[src/rtl/scan_bcd_counter_pkg.sv]
// Shared types and helpers for the two-digit BCD counter and its display scanner.
package scan_bcd_counter_pkg;

  localparam logic [3:0] BCD_MAX = 4'd9;
  localparam int         SEL_W   = 3;

  typedef enum logic [2:0] {
    ACT_HOLD,
    ACT_CLR,
    ACT_LOAD,
    ACT_REJECT,
    ACT_UP,
    ACT_DOWN
  } count_act_e;

  typedef struct packed {
    logic [3:0] tens;
    logic [3:0] ones;
  } bcd2_t;

  function automatic logic bcd_valid(input logic [7:0] v);
    return (v[7:4] <= BCD_MAX) && (v[3:0] <= BCD_MAX);
  endfunction

  // Only meaningful for values that already passed bcd_valid().
  function automatic logic [6:0] bcd_to_bin(input logic [7:0] v);
    return (7'(v[7:4]) * 7'd10) + 7'(v[3:0]);
  endfunction

endpackage

[src/rtl/scan_bcd_counter_tick.sv]
// Free-running modulo-DIV divider producing a one-cycle tick on its last count.
module tick_divider #(
  parameter int DIV = 4
) (
  input  logic clk,
  input  logic rst_n,
  input  logic run,
  input  logic sclr,
  output logic tick
);

  localparam int            CW   = (DIV > 2) ? $clog2(DIV) : 1;
  localparam logic [CW-1:0] LAST = CW'(DIV - 1);

  logic [CW-1:0] r_cnt;

  assign tick = run && (r_cnt == LAST);

  // A synchronous clear wins over both the wrap and the increment.
  always_ff @(posedge clk or negedge rst_n) begin
    if (!rst_n) begin
      r_cnt <= '0;
    end else if (sclr) begin
      r_cnt <= '0;
    end else if (tick) begin
      r_cnt <= '0;
    end else if (run) begin
      r_cnt <= r_cnt + CW'(1);
    end
  end

endmodule

[src/rtl/scan_bcd_counter.sv]
// Two-digit modulo-N BCD counter with load/clear, plus the digit-select scan generator.
module scan_bcd_counter
  import scan_bcd_counter_pkg::*;
#(
  parameter int PRESCALE   = 50_000_000,
  parameter int SCAN_DIV   = 50_000,
  parameter int MOD_VALUE  = 60,
  parameter int NUM_DIGITS = 6
) (
  input  logic       clk,
  input  logic       rst_n,
  input  logic       en,
  input  logic       up,
  input  logic       clr,
  input  logic       load,
  input  logic [7:0] load_val,
  output logic [3:0] ones,
  output logic [3:0] tens,
  output logic       carry,
  output logic       load_err,
  output logic [2:0] select,
  output logic       scan_en
);

  localparam logic [6:0]       MOD_BIN  = 7'(MOD_VALUE);
  localparam logic [3:0]       MAX_TENS = 4'((MOD_VALUE - 1) / 10);
  localparam logic [3:0]       MAX_ONES = 4'((MOD_VALUE - 1) % 10);
  localparam logic [SEL_W-1:0] SEL_LAST = SEL_W'(NUM_DIGITS - 1);

  bcd2_t            r_count;
  logic             r_carry;
  logic             r_load_err;
  logic [SEL_W-1:0] r_sel;
  logic             r_scan_en;

  logic       w_load_ok;
  logic       w_pre_sclr;
  logic       w_count_tick;
  logic       w_scan_tick;
  logic       w_at_max;
  logic       w_at_zero;
  logic       w_wrap;
  count_act_e w_act;
  bcd2_t      w_next;

  assign w_load_ok  = bcd_valid(load_val) && (bcd_to_bin(load_val) < MOD_BIN);
  assign w_pre_sclr = clr | (load & w_load_ok);
  assign w_at_max   = (r_count.tens == MAX_TENS) && (r_count.ones == MAX_ONES);
  assign w_at_zero  = (r_count.tens == 4'd0) && (r_count.ones == 4'd0);

  tick_divider #(.DIV(PRESCALE)) u_prescaler (
    .clk   (clk),
    .rst_n (rst_n),
    .run   (en),
    .sclr  (w_pre_sclr),
    .tick  (w_count_tick)
  );

  tick_divider #(.DIV(SCAN_DIV)) u_scan_div (
    .clk   (clk),
    .rst_n (rst_n),
    .run   (1'b1),
    .sclr  (1'b0),
    .tick  (w_scan_tick)
  );

  always_comb begin
    w_act = ACT_HOLD;
    if (clr) begin
      w_act = ACT_CLR;
    end else if (load) begin
      w_act = w_load_ok ? ACT_LOAD : ACT_REJECT;
    end else if (w_count_tick) begin
      w_act = up ? ACT_UP : ACT_DOWN;
    end
  end

  // Digit carries/borrows are handled nibble-wise so the count never leaves BCD.
  always_comb begin
    w_next = r_count;
    w_wrap = 1'b0;
    case (w_act)
      ACT_CLR: begin
        w_next = '0;
      end
      ACT_LOAD: begin
        w_next = load_val;
      end
      ACT_UP: begin
        if (w_at_max) begin
          w_next = '0;
          w_wrap = 1'b1;
        end else if (r_count.ones == BCD_MAX) begin
          w_next.ones = 4'd0;
          w_next.tens = r_count.tens + 4'd1;
        end else begin
          w_next.ones = r_count.ones + 4'd1;
        end
      end
      ACT_DOWN: begin
        if (w_at_zero) begin
          w_next.tens = MAX_TENS;
          w_next.ones = MAX_ONES;
          w_wrap      = 1'b1;
        end else if (r_count.ones == 4'd0) begin
          w_next.ones = BCD_MAX;
          w_next.tens = r_count.tens - 4'd1;
        end else begin
          w_next.ones = r_count.ones - 4'd1;
        end
      end
      default: begin
        w_next = r_count;
      end
    endcase
  end

  always_ff @(posedge clk or negedge rst_n) begin
    if (!rst_n) begin
      r_count    <= '0;
      r_carry    <= 1'b0;
      r_load_err <= 1'b0;
    end else begin
      r_count    <= w_next;
      r_carry    <= w_wrap;
      r_load_err <= (w_act == ACT_REJECT);
    end
  end

  // scan_en is registered alongside select so the pulse lines up with the change.
  always_ff @(posedge clk or negedge rst_n) begin
    if (!rst_n) begin
      r_sel     <= '0;
      r_scan_en <= 1'b0;
    end else begin
      r_scan_en <= w_scan_tick;
      if (w_scan_tick) begin
        r_sel <= (r_sel == SEL_LAST) ? '0 : r_sel + SEL_W'(1);
      end
    end
  end

  assign ones     = r_count.ones;
  assign tens     = r_count.tens;
  assign carry    = r_carry;
  assign load_err = r_load_err;
  assign select   = r_sel;
  assign scan_en  = r_scan_en;

endmodule

[config.mk]
export PLATFORM = sky130hd
export DESIGN_NAME = scan_bcd_counter
export DESIGN_NICKNAME = d
export VERILOG_FILES = /design/src/rtl/scan_bcd_counter_pkg.sv /design/src/rtl/scan_bcd_counter_tick.sv /design/src/rtl/scan_bcd_counter.sv
export SDC_FILE = /design/constraint.sdc
export NUM_CORES = 1
export LEC_CHECK = 0
export ABC_AREA = 1
export CAP_MARGIN = 10
export CELL_PAD_IN_SITES_DETAIL_PLACEMENT = 2
export CELL_PAD_IN_SITES_GLOBAL_PLACEMENT = 2
export CORE_AREA = 2 2 109 111
export DETAILED_ROUTE_END_ITERATION = 7
export DIE_AREA = 0 0 111 113
export GPL_TIMING_DRIVEN = 0
export PLACE_DENSITY = 0.93
export SLEW_MARGIN = 10
export SYNTH_ARGS = -nofsm -noshare
export SYNTH_HDL_FRONTEND = slang
export SYNTH_SLANG_ARGS = --single-unit
[constraint.sdc]
create_clock -name clk -period 4.19 [get_ports clk]
set_input_delay 0.838 -clock clk [delete_from_list [all_inputs] [get_ports clk]]
set_output_delay 0.838 -clock clk [all_outputs]
set_load 0.1 [all_outputs]
==> metrics.cfg, run 1 <==
[cts]
post_cts_buffers=0
htreeDepth=2
clockRootBuffer=clkbuf_16
clk_latency_ns=0.30
cts_made_buffers=5
numClockSinks=56
cts_tree=yes
ctsHoldBuffers=0
clockBufferDepth=2
ctsResizeCount=0
clk_pin_slew_worst_paths_ns=0.08

[synth]
seq_area_frac_synth=0.342
avgSynthCellArea_um2=7.16
synth.cell_area_mm2=0.00410
synth_cell_types=38
ys_warn_count=0
ys_async_sr_fraction=1.00
synth-edff-count=0
syn_inst=572
synth_top_flop_cell=dfrtp_1
ys_ff_latch=56
syn-num-nets=601

[grt]
grt_pass1_wl_um=25700
antenna_found_initial=0
grt_max_degree=57
grt_pass1_vias=4753
grt_usage=0.259
grt_overflow=0

[drt]
vias=4130
drt_iter0_markers=187
firstDrtPassIters=4
antenna_left=0
wl_per_cell_um=20.9
vias_per_cell=5.51
drcViolationCount=0
routed_wl_um=15600

[sta]
timing.setup.tns_ns=0
worstMarginPinSlew_ns=0.999
fin_crit_sh=0.901
period_needed_ns=3.78
maxSlewHeadroom=0.332
finalHoldViolCount=0
slew_viol_final=0
fmax_ghz=0.265
fin_skew_ns=0.00771
setup_violations=0
rsz0062_at_grt=no

[place]
finalWeightedCongestion=0.896
port_buffers=27
dpl_cell_area_mm2=0.00454
dp_hpwl_um=12000

[setup_path]
setup.worst_path.end_class=flip-flop
reg2reg_to=u_prescaler.r_cnt[19]
cp_max_fo=5
r2r_cells=8
startpoint=load_val[7]
crit_type=in -> reg
reg2reg_from=u_prescaler.r_cnt[6]
arrival_ns=3.97
r2r_slack_ns=1.75
worst_ep_required_time_ns=4.38
start_kind=primary input
critPathCapture=tens[3]

[floorplanning]
coreArea_mm2=0.0113
die-area_mm2=0.0125
rows=39
start_util=0.363
die_h_um=113
die_x_um=111
boundaryPins=28

[min_path]
hp-class=reg -> reg

[finish]
syn2layout_area_growth_pct=14.5
final_cell_area_mm2=0.00469
nets=635
antenna_cells=0
drive_above_1_share=0.0693

[power_and_ir_drop]
leakage_uw=0.00218
p_per_area_mw_per_mm2=254
peakVddDrop_uv=167

[outcome]
status=finished, final reports clean

[flow_run]
cap_violations=0

-- how the worst min path moves through the flow --
stage	startpoint	to	cells after the start
after detailed placement	u_scan_div.r_cnt[2]	u_scan_div.r_cnt[2]	1
after CTS	u_scan_div.r_cnt[0]	u_scan_div.r_cnt[0]	1
after global routing	u_scan_div.r_cnt[0]	u_scan_div.r_cnt[0]	1
final	u_scan_div.r_cnt[0]	u_scan_div.r_cnt[0]	1
after floorplan	u_scan_div.r_cnt[0]	u_scan_div.r_cnt[0]	1
after global placement	u_scan_div.r_cnt[0]	u_scan_div.r_cnt[0]	1
-- power by group --
| part | leakage, uW | internal [uW] | switching (uW) |
|---|---|---|---|
| clock | 0.0000729 | 237 | 215 |
| sequential | 0.000765 | 545 | 6.96 |
| combinational | 0.00135 | 53.0 | 134 |
| total | 0.00218 | 835 | 357 |
-- metal layers --
layer,vias to the layer above,GRT usage,wire [um]
met5,-,0,0
met4,0,0.0925,534
met3,38,0.0332,369
met2,81,0.495,8240
met1,2086,0.296,6480
li1,1925,-,-
-- Yosys cell counts, drive strengths merged, types with 6 or more instances --
master  number  area share
ha          13       0.040
inv         78       0.071
o21ai       17       0.021
nand2      152        0.14
nor3        23       0.033
a21oi        6      0.0073
nor2        60       0.068
o31ai       11       0.020
buf          7      0.0098
xnor2        8       0.017
dfrtp       56        0.34
nand4       28       0.050
clkbuf       6      0.0055
nand3       62       0.080
xor2        23       0.049
-- cells in the final DEF, fill, tap and decap left out, types with 3 or more instances in the layout --
master / instances
nor2_1: 50
ha_1: 13
dfrtp_1: 56
nand4_1: 26
nand2_2: 3
xor2_1: 23
clkdlybuf4s50_1: 26
inv_1: 76
a21oi_1: 6
buf_4: 3
o21ai_0: 12
nand2_1: 149
nor3_2: 4
xnor2_1: 8
nand3_1: 60
nor3_1: 19
clkbuf_16: 5
buf_2: 5
nand3b_1: 3
nor4_1: 5
clkbuf_1: 6
nor2_4: 3
o21ai_1: 5
o31ai_1: 11
nor2_2: 6
-- sequential cells by signal, summed over array words and instances, names as in the netlist --
| name | count |
|---|---|
| select | 3 |
| scan_en | 1 |
| u_scan_div.r_cnt | 16 |
| tens | 4 |
| load_err | 1 |
| carry | 1 |
| ones | 4 |
| u_prescaler.r_cnt | 26 |
-- per-stage QoR --
| stage | utilization | setup slack (ns) | instances | hold WS (ns) | power (uW) |
|---|---|---|---|---|---|
| after floorplan | - | 1.28 | 572 | 0.432 | 675 |
| final | 0.416 | 0.413 | 749 | 0.510 | 1190 |
| after detailed placement | 0.403 | 0.0430 | 742 | 0.491 | 751 |
| after CTS | 0.416 | 0.396 | 749 | 0.511 | 1200 |
| after global routing | 0.416 | 0.192 | 749 | 0.540 | 1240 |
| after global placement | 0.403 | 0.331 | 742 | 0.443 | 736 |
-- worst max-delay path, cell delays in order --
cell and delay (ns):
clkdlybuf4s50_1 0.60, ha_1 0.30, ha_1 0.21, inv_1 0.06, fa_1 0.45, nor2_2 0.22
nand3_1 0.14, nand3_1 0.09, nand2_1 0.06, nand4_1 0.13, nand2_2 0.13, nor2_1 0.45
nor2_2 0.14, nand2_1 0.09, nand2_1 0.06
-- cell families (layout without fill, tap and decap cells) --
logic type | Yosys count | after routing | share of synthesized area
AO/OA/AOI/OAI | 38 | 38 | 0.0553
flip-flops | 56 | 56 | 0.342
adder cells (fa/ha/maj) | 15 | 15 | 0.0495
AND/OR/NAND/NOR | 340 | 340 | 0.399
XOR/XNOR | 31 | 31 | 0.0663
buffers and inverters | 92 | 126 | 0.0880
-- layout make-up --
class / instances / area [um^2]
buffer: 13 / 62.6
clock buffer: 6 / 139
clock inverter: 1 / 8.76
fill: 1315 / 6580
inverter: 79 / 298
multi-input combinational: 424 / 2330
sequential: 56 / 1400
tap: 143 / 179
timing repair buffer: 27 / 268
Power figures use the tool's default switching activity.
==> inputs of run 2 (changes only) <==
- CORE_AREA: 2 2 109 111 -> 3 3 110 112
- DIE_AREA: 0 0 111 113 -> 0 0 113 115
==> metrics.cfg, run 2 (synthesis gave the netlist of run 1 again) <==
[sta]
fmax_ghz=0.268  ; +1.3%
slew_viol_final=0  ; unchanged
fin_crit_sh=0.890  ; -0.0112
finalHoldViolCount=0  ; unchanged
maxSlewHeadroom=0.340  ; +0.00769
setup_violations=0  ; unchanged
timing.setup.tns_ns=0  ; unchanged
worstMarginPinSlew_ns=0.988  ; -0.0115 ns
rsz0062_at_grt=no
fin_skew_ns=0.00692  ; -0.000788 ns
period_needed_ns=3.73  ; -0.0471 ns

[power_and_ir_drop]
finalPower_uw=1200  ; +0.81%
p_per_area_mw_per_mm2=256  ; +0.76%
leakage_uw=0.00218  ; about the same
peakVddDrop_uv=151  ; -9.4%

[finish]
mostFrequentLayoutCell=nand2_1
nets=635  ; unchanged
final_cell_mix=149 x nand2_1, 76 x inv_1, 60 x nand3_1, 56 x dfrtp_1, 50 x nor2_1
syn2layout_area_growth_pct=14.6  ; about the same
multi_input_area_mm2=0.00233  ; unchanged
fin_cells=750  ; +0.13%
largest_register=u_prescaler.r_cnt
seqCellArea_mm2=0.00140  ; unchanged
drive_above_1_share=0.0708  ; +0.00153
antenna_cells=0  ; unchanged
final_core_util=0.414  ; -0.00157
largest_reg_flops=26  ; unchanged
fillers=1337  ; +1.7%
largest_registers=u_prescaler.r_cnt x26, u_scan_div.r_cnt x16
final_cell_area_mm2=0.00469  ; about the same

[grt]
grt_pass1_wl_um=25000  ; -2.7%
grt_overflow=0  ; unchanged
grt_pass1_vias=4728  ; -0.53%
antenna_found_initial=0  ; unchanged
grt_usage=0.244  ; -0.0153
grt_max_degree=57  ; unchanged

[flow_run]
cap_violations=0  ; unchanged

[floorplanning]
coreArea_mm2=0.0113  ; +0.43%
rows=39  ; unchanged
die-area_mm2=0.0130  ; +3.6%
boundaryPins=28  ; unchanged
start_util=0.362  ; -0.00157
die_x_um=113  ; +1.8%
die_h_um=115  ; +1.8%

[place]
finalWeightedCongestion=0.875  ; -2.4%
dp_hpwl_um=11400  ; -5.0%
dpl_cell_area_mm2=0.00454  ; unchanged
post-place-cells=742  ; unchanged
port_buffers=27  ; unchanged

[cts]
post_cts_buffers=0  ; unchanged
cts_tree=yes
htreeDepth=2  ; unchanged
cts_made_buffers=5  ; unchanged
numClockSinks=56  ; unchanged
clockBufferDepth=2  ; unchanged
ctsResizeCount=0  ; unchanged
clockRootBuffer=clkbuf_16
clk_latency_ns=0.32  ; +0.02 ns
ctsHoldBuffers=0  ; unchanged
clk_pin_slew_worst_paths_ns=0.08  ; about the same

[drt]
drt_iter0_markers=135  ; -28%
vias_per_cell=5.41  ; -1.9%
firstDrtPassIters=4  ; unchanged
vias=4056  ; -1.8%
antenna_left=0  ; unchanged
wl_per_cell_um=19.8  ; -5.2%
drcViolationCount=0  ; unchanged
routed_wl_um=14800  ; -5.1%

[setup_path]
worst_ep_required_time_ns=4.41  ; +0.03 ns
cp_max_fo=10  ; +5
start_kind=primary input
crit_type=in -> reg
r2r_slack_ns=1.81  ; +0.06 ns
setup.worst_path.end_class=flip-flop
arrival_ns=3.95  ; -0.02 ns

[min_path]
hp-class=reg -> reg

[outcome]
status=finished, final reports clean

[run 2: changes by cell type in the layout (fill, tap and decap cells not counted)]
cell        change
clkinvlp_4      +1
clkbuf_8        -1
inv_6           +2
clkinv_4        -1
[run 2: per-layer routing]
| layer | track usage | routed length, um |
|---|---|---|
| met2 | 0.460 | 7940 |
| met3 | 0.0384 | 397 |
| met5 | 0 | 0 |
| met4 | 0.0825 | 372 |
| met1 | 0.279 | 6120 |
[run 2: worst max-delay path, cell delays in order]
cell,delay (ns)
clkdlybuf4s50_1,0.61
ha_1,0.30
ha_1,0.20
inv_1,0.06
fa_1,0.45
nor2_2,0.20
nand3_1,0.13
nand3_1,0.09
nand2_1,0.06
nand4_1,0.14
nand2_2,0.13
inv_2,0.20
nand3_1,0.24
o21ai_0,0.29
[run 2: worst paths after layout]
check | cells past startpoint | to | start
min in group asynchronous | 1 | u_prescaler.r_cnt[11] | rst_n
min | 1 | u_scan_div.r_cnt[13] | u_scan_div.r_cnt[13]
max reg2reg | 10 | u_prescaler.r_cnt[14] | u_prescaler.r_cnt[0]
min reg2reg | 1 | u_scan_div.r_cnt[13] | u_scan_div.r_cnt[13]
max in group asynchronous | 1 | select[1] | rst_n
max | 14 | u_prescaler.r_cnt[24] | load_val[7]
[run 2: cell type report]
class	count	share of cell area
Tap cell	143	0.0381
Buffer	13	0.0133
Multi-Input combinational cell	424	0.497
Timing Repair Buffer	27	0.0571
Clock buffer	5	0.0267
Clock inverter	3	0.00533
Inverter	79	0.0635
Sequential cell	56	0.299
[run 2: metrics by stage]
step                      hold WS [ns]  setup WS, ns
final                            0.524         0.460
after global routing             0.556         0.214
after CTS                        0.530         0.433
after detailed placement         0.505         0.103
after global placement           0.444         0.311
after floorplan                  0.432          1.28
[run 2: report_power, final]
group / internal, uW / switching, uW / total (uW) / leakage, uW
combinational: 52.8 / 135 / 187 / 0.00135
sequential: 545 / 7.13 / 552 / 0.000765
clock: 227 / 234 / 462 / 0.0000708
total: 825 / 376 / 1200 / 0.00218
